File: src/rtl/rf_multiport.sv
// rf_multiport: 2-read / 2-write register file with a per-entry pending-write
// scoreboard and a multi-cycle bulk-clear sequencer.
//
// Optional feature: define RF_BYPASS_EN to forward same-cycle accepted writes
// (data and scoreboard clear) to the combinational read ports.
//
// Ports:
//   clk               clock, all state updates on posedge
//   rst               synchronous active-high reset
//   ra1, ra2          read addresses
//   rd1, rd2          read data (combinational)
//   busy1, busy2      scoreboard bit for ra1 / ra2 (combinational)
//   we1, we2          write enables
//   wa1, wa2          write addresses
//   wd1, wd2          write data
//   sb_set, sb_addr   mark entry sb_addr as pending
//   clr_req           start bulk clear
//   clr_busy          clear sequence in progress
//   wr_ready          writes and sb_set are accepted this cycle
module rf_multiport #(
  parameter int DW       = 32,
  parameter int AW       = 5,
  parameter int ZERO_REG = 1
) (
  input  logic          clk,
  input  logic          rst,
  input  logic [AW-1:0] ra1,
  input  logic [AW-1:0] ra2,
  output logic [DW-1:0] rd1,
  output logic [DW-1:0] rd2,
  output logic          busy1,
  output logic          busy2,
  input  logic          we1,
  input  logic          we2,
  input  logic [AW-1:0] wa1,
  input  logic [AW-1:0] wa2,
  input  logic [DW-1:0] wd1,
  input  logic [DW-1:0] wd2,
  input  logic          sb_set,
  input  logic [AW-1:0] sb_addr,
  input  logic          clr_req,
  output logic          clr_busy,
  output logic          wr_ready
);

  localparam int DEPTH = 1 << AW;

  typedef enum logic {IDLE, CLEAR} state_t;

  state_t           state_reg;
  logic [AW-1:0]    idx_reg;
  logic [DW-1:0]    mem [DEPTH];
  logic [DEPTH-1:0] sb_reg;
  logic [DEPTH-1:0] sb_next;

  logic idle;
  logic acc1, acc2, set_ok;

  // Entry 0 is hardwired when ZERO_REG is set.
  function automatic logic is_zero(input logic [AW-1:0] a);
    return (ZERO_REG != 0) && (a == '0);
  endfunction

  assign idle     = (state_reg == IDLE);
  assign clr_busy = !idle;
  assign wr_ready = idle;

  // Accepted (not dropped) writes and scoreboard set for this cycle.
  assign acc1   = we1 && idle && !is_zero(wa1);
  assign acc2   = we2 && idle && !is_zero(wa2);
  assign set_ok = sb_set && idle && !is_zero(sb_addr);

  // Read ports handled uniformly through small arrays.
  logic [AW-1:0] ra_arr   [2];
  logic [DW-1:0] rd_arr   [2];
  logic          busy_arr [2];

  assign ra_arr[0] = ra1;
  assign ra_arr[1] = ra2;
  assign rd1       = rd_arr[0];
  assign rd2       = rd_arr[1];
  assign busy1     = busy_arr[0];
  assign busy2     = busy_arr[1];

  generate
    for (genvar gi = 0; gi < 2; gi++) begin : g_read
      always_comb begin
        rd_arr[gi]   = mem[ra_arr[gi]];
        busy_arr[gi] = sb_reg[ra_arr[gi]];
`ifdef RF_BYPASS_EN
        // acc1/acc2 are already false in CLEAR and for entry 0 under ZERO_REG,
        // so no extra qualification is needed here. Port 2 has priority.
        if (acc2 && (wa2 == ra_arr[gi])) begin
          rd_arr[gi] = wd2;
        end else if (acc1 && (wa1 == ra_arr[gi])) begin
          rd_arr[gi] = wd1;
        end
        if (((acc1 && (wa1 == ra_arr[gi])) || (acc2 && (wa2 == ra_arr[gi])))
            && !(set_ok && (sb_addr == ra_arr[gi]))) begin
          busy_arr[gi] = 1'b0;
        end
`endif
        if (is_zero(ra_arr[gi])) begin
          rd_arr[gi]   = '0;
          busy_arr[gi] = 1'b0;
        end
      end
    end
  endgenerate

  // Scoreboard next state: writes clear, then set overrides (set wins).
  always_comb begin
    sb_next = sb_reg;
    if (idle) begin
      if (acc1)   sb_next[wa1]     = 1'b0;
      if (acc2)   sb_next[wa2]     = 1'b0;
      if (set_ok) sb_next[sb_addr] = 1'b1;
    end else begin
      sb_next[idx_reg] = 1'b0;
    end
  end

  always_ff @(posedge clk) begin
    if (rst) begin
      state_reg <= IDLE;
      idx_reg   <= '0;
      sb_reg    <= '0;
      for (int i = 0; i < DEPTH; i++) begin
        mem[i] <= '0;
      end
    end else begin
      sb_reg <= sb_next;
      case (state_reg)
        IDLE: begin
          // Port 2 is written last so it wins on an address collision.
          if (acc1) mem[wa1] <= wd1;
          if (acc2) mem[wa2] <= wd2;
          if (clr_req) begin
            state_reg <= CLEAR;
            idx_reg   <= '0;
          end
        end
        CLEAR: begin
          mem[idx_reg] <= '0;
          // idx naturally wraps to 0 after the last entry.
          idx_reg <= idx_reg + 1'b1;
          if (idx_reg == AW'(DEPTH - 1)) begin
            state_reg <= IDLE;
          end
        end
        default: begin
          state_reg <= IDLE;
          idx_reg   <= '0;
        end
      endcase
    end
  end

endmodule

File: config.mk
export PLATFORM = sky130hd
export DESIGN_NAME = rf_multiport
export DESIGN_NICKNAME = d
export VERILOG_FILES = /design/src/rtl/rf_multiport.sv
export SDC_FILE = /design/constraint.sdc
export NUM_CORES = 2
export LEC_CHECK = 0
export CAP_MARGIN = 15
export CORE_UTILIZATION = 35
export CTS_CLUSTER_SIZE = 25
export DETAILED_ROUTE_END_ITERATION = 8
export PLACE_DENSITY_LB_ADDON = 0.25
export SLEW_MARGIN = 20
export SYNTH_ARGS = -nofsm -noshare
export SYNTH_HDL_FRONTEND = slang
export SYNTH_SLANG_ARGS = --single-unit
File: constraint.sdc
create_clock -name clk -period 4.1 [get_ports clk]
set_clock_uncertainty 0.2 [all_clocks]
set_input_delay 0.41 -clock clk [delete_from_list [all_inputs] [get_ports clk]]
set_output_delay 0.41 -clock clk [all_outputs]
set_load 0.03 [all_outputs]
## Word level (Yosys, flattened, before mapping)

Memory sizes are Yosys's and may differ from the RTL's.
Cells that the tools add are included.

| storage, ports and cells | value |
|---|---|
| bits in registers | 38 |
| memory bits (writable) | 1,024 |
| bits of input ports | 95 |
| output and inout bits | 68 |
| word-level logic and storage cells | 95 |
| memories kept | 1 |

Memories:

| name | words | width | read ports | clocked after Yosys merged registers in | write ports | RTL line | text |
|---|---|---|---|---|---|---|---|
| mem | 32 | 32 | 2 | 0 | 32 | 52 | `logic [DW-1:0] mem [DEPTH];` |

| cells by class | value |
|---|---|
| add/subtract/negate cells | 1 |
| $lt $le $gt $ge | 10 |
| equal/unequal tests | 2 |
| muxes and demuxes | 49 |
| bitwise logic cells | 8 |
| reduce and logical (&&, ||, !) cells | 21 |

Operator list:

| operator | count |
|---|---|
| 32-bit two-way mux | 11 |
| 32-bit bitwise AND | 3 |
| 32-bit inverter | 3 |
| 32-bit OR reduction | 3 |
| 5-bit by 6-bit < comparator with 1-bit output (second input constant) | 6 |
| 32-bit OR | 1 |
| 1-bit two-way mux | 26 |
| 5-bit zero test | 5 |
| 1-bit demux with 5-bit select | 4 |
| 5-bit by 1-bit greater-or-equal comparator with 1-bit output (second input constant) | 4 |
| 5-bit two-way mux | 4 |
| 1-bit binary-select mux with 5-bit select | 2 |
| 1-bit logical AND | 10 |
| 5-bit one-hot mux with 2 select lines | 1 |
| 5-bit by 1-bit adder with 5-bit output (second input constant) | 1 |
| 5-bit == test (second input constant) | 1 |
| 1-bit zero test | 3 |
| 2-bit != test (second input constant) | 1 |
| 1-bit one-hot mux with 2 select lines | 1 |
| 1-bit inverter | 1 |

## Depth between registers and ports, before layout

| logic depth | value |
|---|---|
| depth in word-level cells | 14 |
| depth in mapped cells | 9 |
| depth with buffers taken out | 6 |

## Worst setup path after synthesis

Ideal clock, no wire load.

| timing | value |
|---|---|
| path kind | register to register |
| start | reg state_reg (netlist: clr_busy) |
| end | mem mem[26][0], enable pin |
| setup time | 392 ps |
| arrival | 2,606 ps |
| data required time | 3,508 ps |
| path slack | 902 ps |
| cell stages (with the launch flop) | 7 |
| buffers on the path | 2 |
| period minus slack after synthesis | 3,198 ps |
| cell sequence | dfxtp_1 > nand2b_1 > buf_2 > mux2i_1 > buf_2 > nor3_1 > a221o_1 |

RTL lines:

| what | RTL line | text |
|---|---|---|
| start: declaration | 50 | `state_t state_reg;` |
| start signal: assignment | 125 | `state_reg <= IDLE;` |
| start signal: assignment | 139 | `state_reg <= CLEAR;` |
| start signal: assignment | 148 | `state_reg <= IDLE;` |
| end: declaration | 52 |  |

==> summary.txt <==
Job
  • Max Cap Violations: 0

STA
  • Min cycle time layout: around 3900 ps
  • Rel. slew slack: about a fifth
  • F_max: ~260 MHz
  • Hold Slack: about 160 ps
  • RSZ-0062 raised after global routing: no
  • Final Hold Fails: 0
  • Fin crit share: 94.3%
  • Setup TNS: 0 ps
  • Max-slew violation count: 0
  • # setup viols final: 0
  • Worst slew pin tran: 1210 ps
  • Setup ws final: about 230 ps

Logic synthesis
  • Synth top area cells: edfxtp_1, mux4_2, nand2_1
  • Register bit total from synthesis: between 1000 and 1500
  • Number of synthesized flops with an enable pin: approximately 1000
  • YS warnings: 0
  • Synth area leader: edfxtp_1
  • Top FF cell, synth: edfxtp_1
  • Cells after Synth: ~5600
  • Commonest cells in the netlist: nand2_1, edfxtp_1, o21ai_0, o31ai_1, mux4_2
  • Post-synthesis async set-or-reset flop share: 0%
  • Synth top area share: 47.6%
  • Post-synthesis sequential area ratio: between 40 and 50%
  • Most common cell in the netlist: nand2_1
  • Post-Syn Area: about 0.065 mm^2
  • Mean post-synth cell area: ~12 um^2
  • Unique masters post-synth: between 60 and 70

Clock network
  • Reg clk slew, reported paths: around 60 ps
  • CTS Buffer Depth: 3
  • Postcts setup bufs: 0
  • Clock latency on the worst-skew pair: approximately 740 ps
  • CTS tree: yes
  • H-tree depth: 3
  • Root buffer cell: clkbuf_16
  • CTS sink cnt: roughly 1100
  • Hold Buf Count CTS: 2
  • # resized after CTS: 0
  • Cts bufs inserted: approximately 120

Critical path
  • Worst Setup EP: rd2[1]
  • R2r setup slk: between 800 and 900 ps
  • Reg-to-reg endpoint: mem[7][2]$_DFFE_PP_
  • Setup crit start kind: flop
  • Crit Path Class: flop to output pin
  • Worst setup path start: mem[3][1]$_DFFE_PP_
  • Worst Path Arrival: 3260 ps
  • Start of the worst register-to-register path: clr_busy$_SDFF_PP0_
  • Worst Path Required: ~3500 ps
  • Worst R2R Path Depth: 5
  • Worst-path maximum fanout: 2
  • CP Capture Type: output pin

Global routing
  • Gr ovfl total: 0
  • GRT Total Usage: between 30% and 40%
  • Largest net degree at the start of global routing: 65
  • Initial antenna violation count: 12
  • First-pass GRT wire length: about 400000 um
  • Vias in the first global route: approximately 53000

Drt
  • Routed via count: around 55000
  • First DRT Iteration DRCs: 8934
  • Via density per instance: roughly 6.7
  • Initial DRT Pass Iterations: 8
  • Antenna-violating nets left: 0
  • Average wire per standard cell: between 30 and 40 um
  • Total wire length: 289000 um
  • DRC Markers: 0

Power
  • Internal power: approximately 20000 uW
  • Sw frac: between 20% and 30%
  • Sequential power share: between 40% and 50%
  • Clock share of power: 37.5%
  • Leakage: approximately 0.024 uW
  • Logic pwr share: 17.3%
  • VDD IR-drop max: 333 uV
  • Pwr Density: 370 mW/mm^2
  • Psw: 7930 uW

Layout
  • Layout cells sized above 1: between 20% and 30%
  • Max FFs per register: roughly 1000
  • Fillers: about 17000
  • Final Cell Area: between 0.07 and 0.08 mm^2
  • Final nets: around 5700
  • Post-Layout Cell Count: 8159
  • Area Overhead vs Synth: 16.6%

Placed design
  • GP Congestion: approximately 0.94
  • Post-DP HPWL: between 150000 and 200000 um
  • DP Worst Slack: approximately 240 ps
  • Placed inst area: slightly above 0.07 mm^2
  • Port Buffers: roughly 160
  • Placed cell count: between 7000 and 8000

Hold path
  • Min-delay worst type: input pin to flop

Floorplan
  • Height of the die: 432 um
  • Die Width: between 400 and 500 um
  • Initial core utilization: about a third
  • Core Area: about 0.18 mm^2
  • FP Rows: between 150 and 200
  • Die area: 0.186 mm^2
  • Io pins: between 150 and 200

Outcome
  • Status: complete, no violations
cells in the final DEF, fill, tap and decap left out, types with 9 or more instances in the layout:
master / netlist / routed
a211oi_1: 90 / 90
a21boi_0: 9 / 9
a21oi_1: 10 / 10
a221o_2: 0 / 26
a221oi_1: 65 / 65
a22oi_1: 69 / 69
a311oi_1: 68 / 66
a31oi_1: 9 / 9
buf_12: 0 / 153
buf_4: 0 / 341
clkbuf_1: 455 / 38
clkbuf_16: 0 / 120
clkdlybuf4s50_1: 0 / 81
clkinv_1: 1 / 31
conb_1: 1 / 32
dfxtp_1: 38 / 37
diode_2: 0 / 9
edfxtp_1: 1024 / 1024
inv_1: 13 / 11
mux2_2: 70 / 70
mux2i_1: 133 / 132
mux4_2: 462 / 462
nand2_1: 1061 / 1060
nand2b_1: 14 / 11
nand3_1: 144 / 144
nand3b_1: 15 / 15
nand4_1: 134 / 134
nor2_1: 33 / 26
nor2b_1: 79 / 73
nor3_2: 3 / 13
nor3_4: 10 / 13
o2111ai_1: 21 / 21
o211ai_1: 9 / 9
o21ai_0: 612 / 612
o31ai_1: 516 / 516
critical path, stage by stage (launching register included):
cell      delay (ps)
edfxtp_1         380
mux4_2           460
nor2b_1          140
a211oi_1         890
a311oi_1         360
buf_12           250
how the worst min path moves through the flow:
stage          cells after the start  slack, ps                    end            startpoint
2_1_floorplan                      2        230   sb_reg[0]$_SDFF_PP0_  sb_reg[0]$_SDFF_PP0_
3_3_place_gp                       2        270   sb_reg[0]$_SDFF_PP0_  sb_reg[0]$_SDFF_PP0_
3_5_place_dp                       2        260   sb_reg[0]$_SDFF_PP0_  sb_reg[0]$_SDFF_PP0_
4_1_cts                            3        130  mem[16][14]$_DFFE_PP_               wd2[14]
5_1_grt                            3        190  mem[19][24]$_DFFE_PP_               wd2[24]
6_report                           3        160  mem[20][14]$_DFFE_PP_               wd2[14]
per-stage QoR:
stage	total power, uW	utilization, %
2_1_floorplan	15100	-
3_5_place_dp	17500	39.1
6_report	27900	41.1
4_1_cts	27700	41.1
3_3_place_gp	17400	39.1
5_1_grt	28300	41.1
area by class of cell:
type	count	area (um^2)	area share (%)
antenna	9	22.5	0.0299
sequential	1062	31500	41.8
clock inverter	50	459	0.610
inverter	14	57.6	0.0764
clock buffer	159	3160	4.20
multi-input combinational	3810	30400	40.4
timing repair buffer	591	6580	8.73
tap	2464	3080	4.09
cell families (layout without fill, tap and decap cells):
| logic type | count (synthesis) | in the layout | synth area share, % |
|---|---|---|---|
| AO/OA/AOI/OAI | 1525 | 1525 | 15.7 |
| adder cells (fa/ha/maj) | 5 | 5 | 0.0968 |
| buffers and inverters | 727 | 814 | 4.74 |
| flip-flops | 1062 | 1062 | 48.8 |
| multiplexers | 666 | 666 | 19.4 |
| other | 1 | 41 | 0.00580 |
| AND/OR/NAND/NOR | 1582 | 1582 | 11.2 |
metal layers:
layer | GRT usage, % | part of all wire (%) | routed length (um) | vias to the layer above
met3 | 6.98 | 13 | 36900 | 999
met1 | 38.4 | 35 | 101000 | 26999
met5 | 0 | 0 | 0 | -
li1 | - | - | - | 22088
met2 | 45.5 | 43 | 125000 | 4715
met4 | 22.9 | 9.0 | 25900 | 0
power groups by stage:
stage | Clock, uW | Combinational [uW] | Sequential, uW
2_1_floorplan | 0 | 2380 | 12700
3_3_place_gp | 0 | 4660 | 12800
3_5_place_dp | 0 | 4690 | 12800
4_1_cts | 10500 | 4700 | 12600
5_1_grt | 10800 | 4900 | 12600
6_report | 10500 | 4830 | 12600
Note: power is estimated with default switching activity, not from simulation.
